**src/rtl/node_pkg.sv**
```systemverilog
// Shared definitions for the node sequencer: FSM state encoding, default
// data width, the layer-1 size constants and an address-width helper.
package node_pkg;

   // Sequencer states, in the order a layer pass walks through them
   typedef enum logic [2:0] {
      IDLE,
      LOAD_B,
      STREAM,
      DRAIN,
      WAIT_DONE,
      EMIT,
      FINISH
   } state_e;

   localparam int DW_DEF      = 32;
   localparam int N_IN_L1     = 784;
   localparam int N_OUT_L1    = 10;
   localparam int TMO_CYC_DEF = 64;

   // Address width for a memory of n words; never narrower than one bit
   function automatic int clogW(input int n);
      return (n > 1) ? $clog2(n) : 1;
   endfunction

endpackage

```
**src/rtl/node_addr_gen.sv**
```systemverilog
// Address generator for the node sequencer: input index i, output index o,
// and the weight address formed as a running base (o*N_IN) plus offset i.
module node_addr_gen
   import node_pkg::*;
#(
   parameter int N_IN  = N_IN_L1,
   parameter int N_OUT = N_OUT_L1,
   parameter int WAW   = clogW(N_IN * N_OUT),
   parameter int XAW   = clogW(N_IN),
   parameter int BAW   = clogW(N_OUT)
) (
   input  logic           clock,
   input  logic           reset,
   input  logic           clr_i,
   input  logic           incI_i,
   input  logic           nextO_i,
   output logic [XAW-1:0] iCnt_o,
   output logic [BAW-1:0] oCnt_o,
   output logic [WAW-1:0] wAddr_o,
   output logic           lastI_o,
   output logic           lastO_o
);

   logic [XAW-1:0] iCnt_q;
   logic [BAW-1:0] oCnt_q;
   logic [WAW-1:0] base_q;

   // Counters: clear at pass start, step i while streaming, and on moving to
   // the next output bump o and advance the weight base by one row of N_IN
   always_ff @(posedge clock) begin
      if (reset || clr_i) begin
         iCnt_q <= '0;
         oCnt_q <= '0;
         base_q <= '0;
      end else if (nextO_i) begin
         iCnt_q <= '0;
         oCnt_q <= oCnt_q + 1'b1;
         base_q <= base_q + WAW'(N_IN);
      end else if (incI_i) begin
         iCnt_q <= iCnt_q + 1'b1;
      end
   end

   assign iCnt_o  = iCnt_q;
   assign oCnt_o  = oCnt_q;
   assign wAddr_o = base_q + WAW'(iCnt_q);
   assign lastI_o = (iCnt_q == XAW'(N_IN - 1));
   assign lastO_o = (oCnt_q == BAW'(N_OUT - 1));

endmodule

```
**src/rtl/node_sequencer.sv**
```systemverilog
// Upstream sequencer that time-multiplexes one neuron across N_OUT outputs:
// fetches each bias, streams N_IN (weight, input) pairs, collects the relu
// result and offers it on a valid/ready stream.
// Optional feature macro: NODE_TIMEOUT_EN (WAIT_DONE watchdog, sticky err).
module node_sequencer
   import node_pkg::*;
#(
   parameter int N_IN    = N_IN_L1,
   parameter int N_OUT   = N_OUT_L1,
   parameter int DW      = DW_DEF,
   parameter int TMO_CYC = TMO_CYC_DEF,
   localparam int WAW    = clogW(N_IN * N_OUT),
   localparam int XAW    = clogW(N_IN),
   localparam int BAW    = clogW(N_OUT)
) (
   input  logic           clock,
   input  logic           reset,
   input  logic           start,
   output logic           busy,
   output logic           done,
   output logic [WAW-1:0] w_addr,
   input  logic [DW-1:0]  w_rdata,
   output logic [XAW-1:0] x_addr,
   input  logic [DW-1:0]  x_rdata,
   output logic [BAW-1:0] b_addr,
   input  logic [DW-1:0]  b_rdata,
   output logic [DW-1:0]  w_node2neuron,
   output logic [DW-1:0]  x_node2neuron,
   output logic [DW-1:0]  b_node2neuron,
   output logic           head_node2neuron,
   input  logic [DW-1:0]  relu_out_neuron2node,
   input  logic           relu_done_neuron2node,
   output logic [DW-1:0]  res_data,
   output logic [BAW-1:0] res_idx,
   output logic           res_valid,
   input  logic           res_ready,
   output logic           err
);

   state_e state_q, state_d;

   logic           clrCnt, incI, nextO, capRes, tmoHit, bLoad;
   logic [XAW-1:0] iCnt;
   logic [BAW-1:0] oCnt;
   logic           lastI, lastO;

   logic           bPhase_q;
   logic           tagValid_q, tagHead_q;
   logic [DW-1:0]  bReg_q;
   logic [DW-1:0]  resData_q;
   logic [BAW-1:0] resIdx_q;
   logic           resValid_q;

   node_addr_gen #(
      .N_IN  (N_IN),
      .N_OUT (N_OUT),
      .WAW   (WAW),
      .XAW   (XAW),
      .BAW   (BAW)
   ) uAddrGen (
      .clock   (clock),
      .reset   (reset),
      .clr_i   (clrCnt),
      .incI_i  (incI),
      .nextO_i (nextO),
      .iCnt_o  (iCnt),
      .oCnt_o  (oCnt),
      .wAddr_o (w_addr),
      .lastI_o (lastI),
      .lastO_o (lastO)
   );

`ifdef NODE_TIMEOUT_EN
   localparam int TW = clogW(TMO_CYC);
   logic [TW-1:0] tmo_q;
   logic          err_q;

   // Watchdog: counts cycles spent in WAIT_DONE; err stays set until reset
   always_ff @(posedge clock) begin
      if (reset) begin
         tmo_q <= '0;
         err_q <= 1'b0;
      end else begin
         tmo_q <= (state_q == WAIT_DONE) ? tmo_q + 1'b1 : '0;
         if (tmoHit) begin
            err_q <= 1'b1;
         end
      end
   end

   assign err = err_q;
`else
   assign err = 1'b0;
`endif

   // State register; reset aborts any pass in flight
   always_ff @(posedge clock) begin
      if (reset) begin
         state_q <= IDLE;
      end else begin
         state_q <= state_d;
      end
   end

   // Next-state logic and per-cycle control strobes for counters and capture
   always_comb begin
      state_d = state_q;
      clrCnt  = 1'b0;
      incI    = 1'b0;
      nextO   = 1'b0;
      capRes  = 1'b0;
      tmoHit  = 1'b0;
      bLoad   = 1'b0;
      case (state_q)
         IDLE: begin
            if (start) begin
               clrCnt  = 1'b1;
               state_d = LOAD_B;
            end
         end
         LOAD_B: begin
            if (bPhase_q) begin
               bLoad   = 1'b1;
               state_d = STREAM;
            end
         end
         STREAM: begin
            if (lastI) begin
               state_d = DRAIN;
            end else begin
               incI = 1'b1;
            end
         end
         DRAIN: begin
            state_d = WAIT_DONE;
         end
         WAIT_DONE: begin
            if (relu_done_neuron2node) begin
               capRes  = 1'b1;
               state_d = EMIT;
            end
`ifdef NODE_TIMEOUT_EN
            else if (tmo_q == TW'(TMO_CYC - 1)) begin
               tmoHit  = 1'b1;
               state_d = EMIT;
            end
`endif
         end
         EMIT: begin
            if (res_ready) begin
               if (lastO) begin
                  state_d = FINISH;
               end else begin
                  nextO   = 1'b1;
                  state_d = LOAD_B;
               end
            end
         end
         FINISH: begin
            state_d = IDLE;
         end
         default: begin
            state_d = IDLE;
         end
      endcase
   end

   // Datapath registers: two-cycle bias fetch, read tags that travel one cycle
   // behind the issued addresses, and the result holding register
   always_ff @(posedge clock) begin
      if (reset) begin
         bPhase_q   <= 1'b0;
         tagValid_q <= 1'b0;
         tagHead_q  <= 1'b0;
         bReg_q     <= '0;
         resData_q  <= '0;
         resIdx_q   <= '0;
         resValid_q <= 1'b0;
      end else begin
         bPhase_q   <= (state_q == LOAD_B) && !bPhase_q;
         tagValid_q <= (state_q == STREAM);
         tagHead_q  <= (state_q == STREAM) && (iCnt == '0);
         if (bLoad) begin
            bReg_q <= b_rdata;
         end
         if (capRes || tmoHit) begin
            resData_q  <= capRes ? relu_out_neuron2node : '0;
            resIdx_q   <= oCnt;
            resValid_q <= 1'b1;
         end else if ((state_q == EMIT) && res_ready) begin
            resValid_q <= 1'b0;
         end
      end
   end

   assign x_addr           = iCnt;
   assign b_addr           = oCnt;
   assign w_node2neuron    = tagValid_q ? w_rdata : '0;
   assign x_node2neuron    = tagValid_q ? x_rdata : '0;
   assign b_node2neuron    = bReg_q;
   assign head_node2neuron = tagHead_q;
   assign res_data         = resData_q;
   assign res_idx          = resIdx_q;
   assign res_valid        = resValid_q;
   assign busy             = (state_q != IDLE);
   assign done             = (state_q == FINISH);

endmodule

```
**config.mk**
```make
export PLATFORM = sky130hd
export DESIGN_NAME = node_sequencer
export DESIGN_NICKNAME = d
export VERILOG_FILES = /design/src/rtl/node_pkg.sv /design/src/rtl/node_addr_gen.sv /design/src/rtl/node_sequencer.sv
export SDC_FILE = /design/constraint.sdc
export NUM_CORES = 1
export LEC_CHECK = 0
export ABC_AREA = 1
export BUFFER_PORTS_ARGS = -buffer_cell sky130_fd_sc_hd__buf_2
export CORE_ASPECT_RATIO = 0.75
export CORE_MARGIN = 10
export CORE_UTILIZATION = 47
export DETAILED_ROUTE_END_ITERATION = 8
export GPL_TIMING_DRIVEN = 0
export MAX_ROUTING_LAYER = met4
export PLACE_DENSITY = 0.89
export SYNTH_ARGS = -nofsm -noshare
export SYNTH_HDL_FRONTEND = slang
export SYNTH_SLANG_ARGS = --single-unit
```
**constraint.sdc**
```tcl
create_clock -name clock -period 2.7 [get_ports clock]
set_clock_uncertainty 0.15 [all_clocks]
set_input_delay 0.405 -clock clock [delete_from_list [all_inputs] [get_ports clock]]
set_output_delay 0.405 -clock clock [all_outputs]
set_load 0.03 [all_outputs]
```
**Yosys cells after proc, flatten, opt, wreduce, memory -nomap -nowiden**

Index checks and enable logic that the tools add are counted.

- Memory bits (read-only): 0
- Memories kept: 0
- Input bits: 133
- Register bits after elaboration: 102
- Latch bits: 0
- Logic and storage cells: 61
- RAM bits: 0
- Output and inout bits: 164

- Add/sub/neg operators: 4
- $mul: 0
- Shifts and indexed selects: 0
- Magnitude comparators: 0
- Reductions and logical operators: 11
- Eq/ne operators: 13
- Bitwise logic cells: 0
- Div/mod/pow operators: 0
- Mux-type cells: 22

Operators with widths:

| kind | number |
|---|---|
| 2-to-1 mux 32 bit | 2 |
| 2-to-1 mux 3 bit | 6 |
| case mux 3 bit (6 select lines) | 1 |
| adder 13 x 10 -> 13 bit | 1 |
| adder 13 x 10 -> 13 bit (second input constant) | 1 |
| 2-to-1 mux 1 bit | 13 |
| adder 10 x 1 -> 10 bit (second input constant) | 1 |
| == test 10 bit (second input constant) | 1 |
| logical NOT 10 bit | 1 |
| inequality test 2 bit (second input constant) | 5 |
| == test 3 bit (second input constant) | 3 |
| == test 3 x 2 -> 1 bit (second input constant) | 2 |
| AND reduction 5 bit | 1 |
| adder 4 x 1 -> 4 bit (second input constant) | 1 |
| == test 4 bit (second input constant) | 1 |
| == test 3 x 1 -> 1 bit (second input constant) | 1 |
| logical AND 1 bit | 3 |
| logical NOT 3 bit | 1 |
| nonzero test 3 bit | 1 |
| nonzero test 2 bit | 1 |
| OR reduction 2 bit | 1 |
| logical NOT 1 bit | 1 |
| logical OR 1 bit | 1 |

**Longest topological paths before layout**

- Depth in word-level cells: 5
- Gate-level depth with buffers: 9
- Depth with buffers taken out: 9

**Modules after synthesis**

From an unflattened synthesis, not the netlist that was laid out.

- Cell total of the unflattened synthesis: 708
- Area, all modules: 4787.1 µm²

Modules (own cells, without submodules):

| module | area an instance (µm²) | times used | cells an instance | sequential area each (µm²) |
|---|---|---|---|---|
| node_sequencer | 3340.7 | 1 | 495 | 1501.4 |
| node_addr_gen | 1446.4 | 1 | 213 | 460.4 |

**Worst setup path after synthesis**

OpenSTA, ideal clock, no wires.

- Path kind: reg2out
- Start: register uAddrGen.iCnt_q[4], in the netlist uAddrGen.iCnt_o[4]
- End: output port w_addr[12]
- Stages on the path, launching flop included: 7
- Data required time: 2.145 ns
- Arrival time: 1.869 ns
- Slack: 0.276 ns
- Path buffers: 0
- Cells stage by stage: dfxtp_1 -> ha_1 -> fa_1 -> nand4_1 -> nand3_1 -> nand2_1 -> xor2_1

- Longest elaborated chain between the ends: 1

RTL lines:

| what | RTL line | text |
|---|---|---|
| start, declared | node_addr_gen.sv:24 | `logic [XAW-1:0] iCnt_q;` |
| start signal, assigned | node_addr_gen.sv:40 | `iCnt_q <= iCnt_q + 1'b1;` |
| adder 13 x 10 -> 13 bit | node_addr_gen.sv:46 | `assign wAddr_o = base_q + WAW'(iCnt_q);` |
| end, declared | node_sequencer.sv:21 | `output logic [WAW-1:0] w_addr,` |

No other way between the ends.

**Worst setup path after layout**

Ends and elaborated chain as after synthesis.

==> metrics <==
n_diodes=0; Final Cycle Share=94.1%; Synth Area in Simple Gates=24.4%; critical path type=register to output port; adder-cell share of the synthesized area=around 3.3%; min-delay src=b_rdata[7]; Initial Util=48.9%; final WL=about 17 mm; CTS clock-pin slew for the worst setup and hold paths=70 ps; CTS Buf Count=9; Buffers on Ports=295; IR drop worst, VDD=0.505 mV; worst slew pin tran=between 500 and 600 ps; Net Sw Frac=36.7%; P_sw=1.54 mW; Final #Nets=1173; run status=finished, final reports clean; CTS Buffer Depth=2; initial antenna violation count=0; final hold slack=145 ps; placed insts=about 1100; Netlist cell types=35; Pre-antenna DRT Iters=7; H-Tree Depth=3; Power Density=around 620 nW/um^2; worst setup path startpoint=uAddrGen.iCnt_o[4]; Hold-fix buffers, CTS=0; sequential power share=slightly below 40%; Root Buffer=clkbuf_16; Final Slew Violations=0; via count=5488; register area share after synthesis=40.9%; post_cts resized=0; Period minus WS final=2540 ps; die height=108 um; Mapped Area=4800 um^2; reg-to-reg startpoint=uAddrGen.oCnt_o[0]; DRC viols=0; Clk network pwr share=30.9%; Finished Layout Cells=1165; via-per-instance ratio=between 4 and 5; Logic pwr share=30.5%; Synthesis Warnings=0; TritonCTS Sinks=98; Final Wtd Congestion=0.950; vias in the first global route=between 5000 and 6000; Leak=3.96 nW; GRT overflow=0; final hold violations=0; Yosys reg bits=98; Area Growth Syn to Fin=40.6%; Synthesized Nets=approximately 870; Critical Path RT=2140 ps; Mean Syn Cell Area=6.65 um^2; site row count=31; Boundary Pins=297; total global-route track usage=22.8%; Pint=2.66 mW; Syn Inst Count=between 700 and 800; DIE WIDTH=137 um; CTS tree=yes; Fmax=393 MHz; die area=14700 um^2; Final TNS setup=0 ps; Setup Fix Bufs, Post-CTS=0; wire per inst=14.9 um; Critical Path AT=1990 ps; clock latency on the worst-skew pair=340 ps; first-pass GRT wire length=26.4 mm; ANT nets after route=0; CP Max Fanout=5; RSZ-0062 raised after global routing=false; largest family of logic cells by synthesized area=simple AND/OR/NAND/NOR gates; detailed placement HPWL=between 10 and 15 mm; max cap viols=0; largest net degree at the start of global routing=18; core region area=9810 um^2; layout cells sized above 1=32.7%; mux contribution to synthesized area=0%; Worst slew margin=64.3%; setup violators final=0; Startpoint Class=register; xor/xnor share of the synthesized area=1.28%; Hold Crit Class=input port to register; Initial DRC Count=308; crit path capture type=output port; Compound-Gate Fraction of Synth Area=15.1%
-- state kept, by name, indices dropped and copies added (netlist names) --
signal,count
head_node2neuron,1
tagValid_q,1
uAddrGen.base_q,9
b_node2neuron,32
res_idx,4
res_valid,1
uAddrGen.iCnt_o,10
uAddrGen.oCnt_o,4
res_data,32
state_q,3
bPhase_q,1
-- metal layers --
layer | vias to the layer above | global-route usage [%] | wire (um)
met5 | - | - | 0
met4 | 0 | 6.53 | 361
met3 | 30 | 7.32 | 1710
met2 | 226 | 38.0 | 8470
met1 | 2404 | 25.8 | 6870
li1 | 2828 | - | -
-- kinds of logic after synthesis --
group / Yosys count
other: 1
buffers and inverters: 180
adder cells (fa/ha/maj): 12
flip-flops: 98
AND/OR/NAND/NOR: 281
AO/OA/AOI/OAI: 143
XOR/XNOR: 7
-- area by class of cell --
| class | count | area [um^2] |
|---|---|---|
| inverter | 143 | 538 |
| clock inverter | 6 | 71.3 |
| buffer | 37 | 181 |
| multi-input combinational | 444 | 2120 |
| sequential | 98 | 1960 |
| tap | 132 | 165 |
| clock buffer | 10 | 229 |
| timing repair buffer | 295 | 1480 |
| fill | 852 | 3070 |
-- Yosys cell counts, drive strengths merged --
master,count,area share (%)
inv,142,11
nand2,141,11
dfxtp,98,41
nor2,91,7.3
o21ai,77,8.1
a21oi,63,6.6
nand3,31,3.6
clkbuf,23,1.8
buf,14,2.0
ha,11,2.9
nand4,7,0.91
xor2,5,0.91
nand3b,4,0.63
nor3,3,0.42
a31oi,2,0.26
or2,2,0.26
xnor2,2,0.36
a21o,1,0.16
and2,1,0.13
clkinv,1,0.10
conb,1,0.078
fa,1,0.42
nor4,1,0.13
-- critical path, stage by stage, from the launching register on --
cell     delay, ps
dfxtp_1        350
ha_1           250
fa_2           380
nand4_1        100
nand3_1        130
nand2_1        110
xor2_1         150
buf_4          180
-- final timing paths --
kind / endpoint / slack [ps] / cells past startpoint
worst max-delay path: w_addr[12] / 160 / 7
worst min-delay path: b_node2neuron[7] / 140 / 3
worst max register to register: uAddrGen.iCnt_o[3] / 680 / 7
worst min register to register: res_data[14] / 290 / 2
-- placed cells by master (no fill, tap or decap), types with 2 or more instances in the layout --
| cell | count |
|---|---|
| a21oi_1 | 63 |
| nand3b_1 | 4 |
| o21ai_0 | 25 |
| nand4_1 | 7 |
| ha_1 | 11 |
| inv_1 | 135 |
| clkbuf_1 | 23 |
| buf_4 | 9 |
| nand3_1 | 29 |
| a31oi_1 | 2 |
| nor3_1 | 2 |
| inv_2 | 7 |
| xor2_1 | 5 |
| clkbuf_16 | 9 |
| nor2_1 | 89 |
| o21ai_1 | 51 |
| xnor2_1 | 2 |
| nand2_1 | 141 |
| buf_2 | 297 |
| inv_6 | 2 |
| dfxtp_1 | 98 |
| or2_0 | 2 |
| clkinv_2 | 2 |
| buf_1 | 2 |
-- stage by stage --
stage	setup slack [ps]	util [%]	total power [mW]	cell area, um^2
after floorplan	276	-	2.50	4800
after global placement	440	65.7	2.91	6440
after detailed placement	438	65.7	2.93	6440
after CTS	52.1	68.7	4.22	6740
after global routing	31.8	68.8	4.42	6750
final	159	68.8	4.20	6750
-- power groups by stage --
stage	logic [mW]	registers [mW]	clock network, mW
floorplan	0.713	1.79	0
global placement	1.26	1.64	0
detailed placement	1.28	1.65	0
CTS	1.29	1.62	1.31
global route	1.41	1.63	1.38
finish	1.28	1.62	1.30
(Power assumes the default switching activity.)
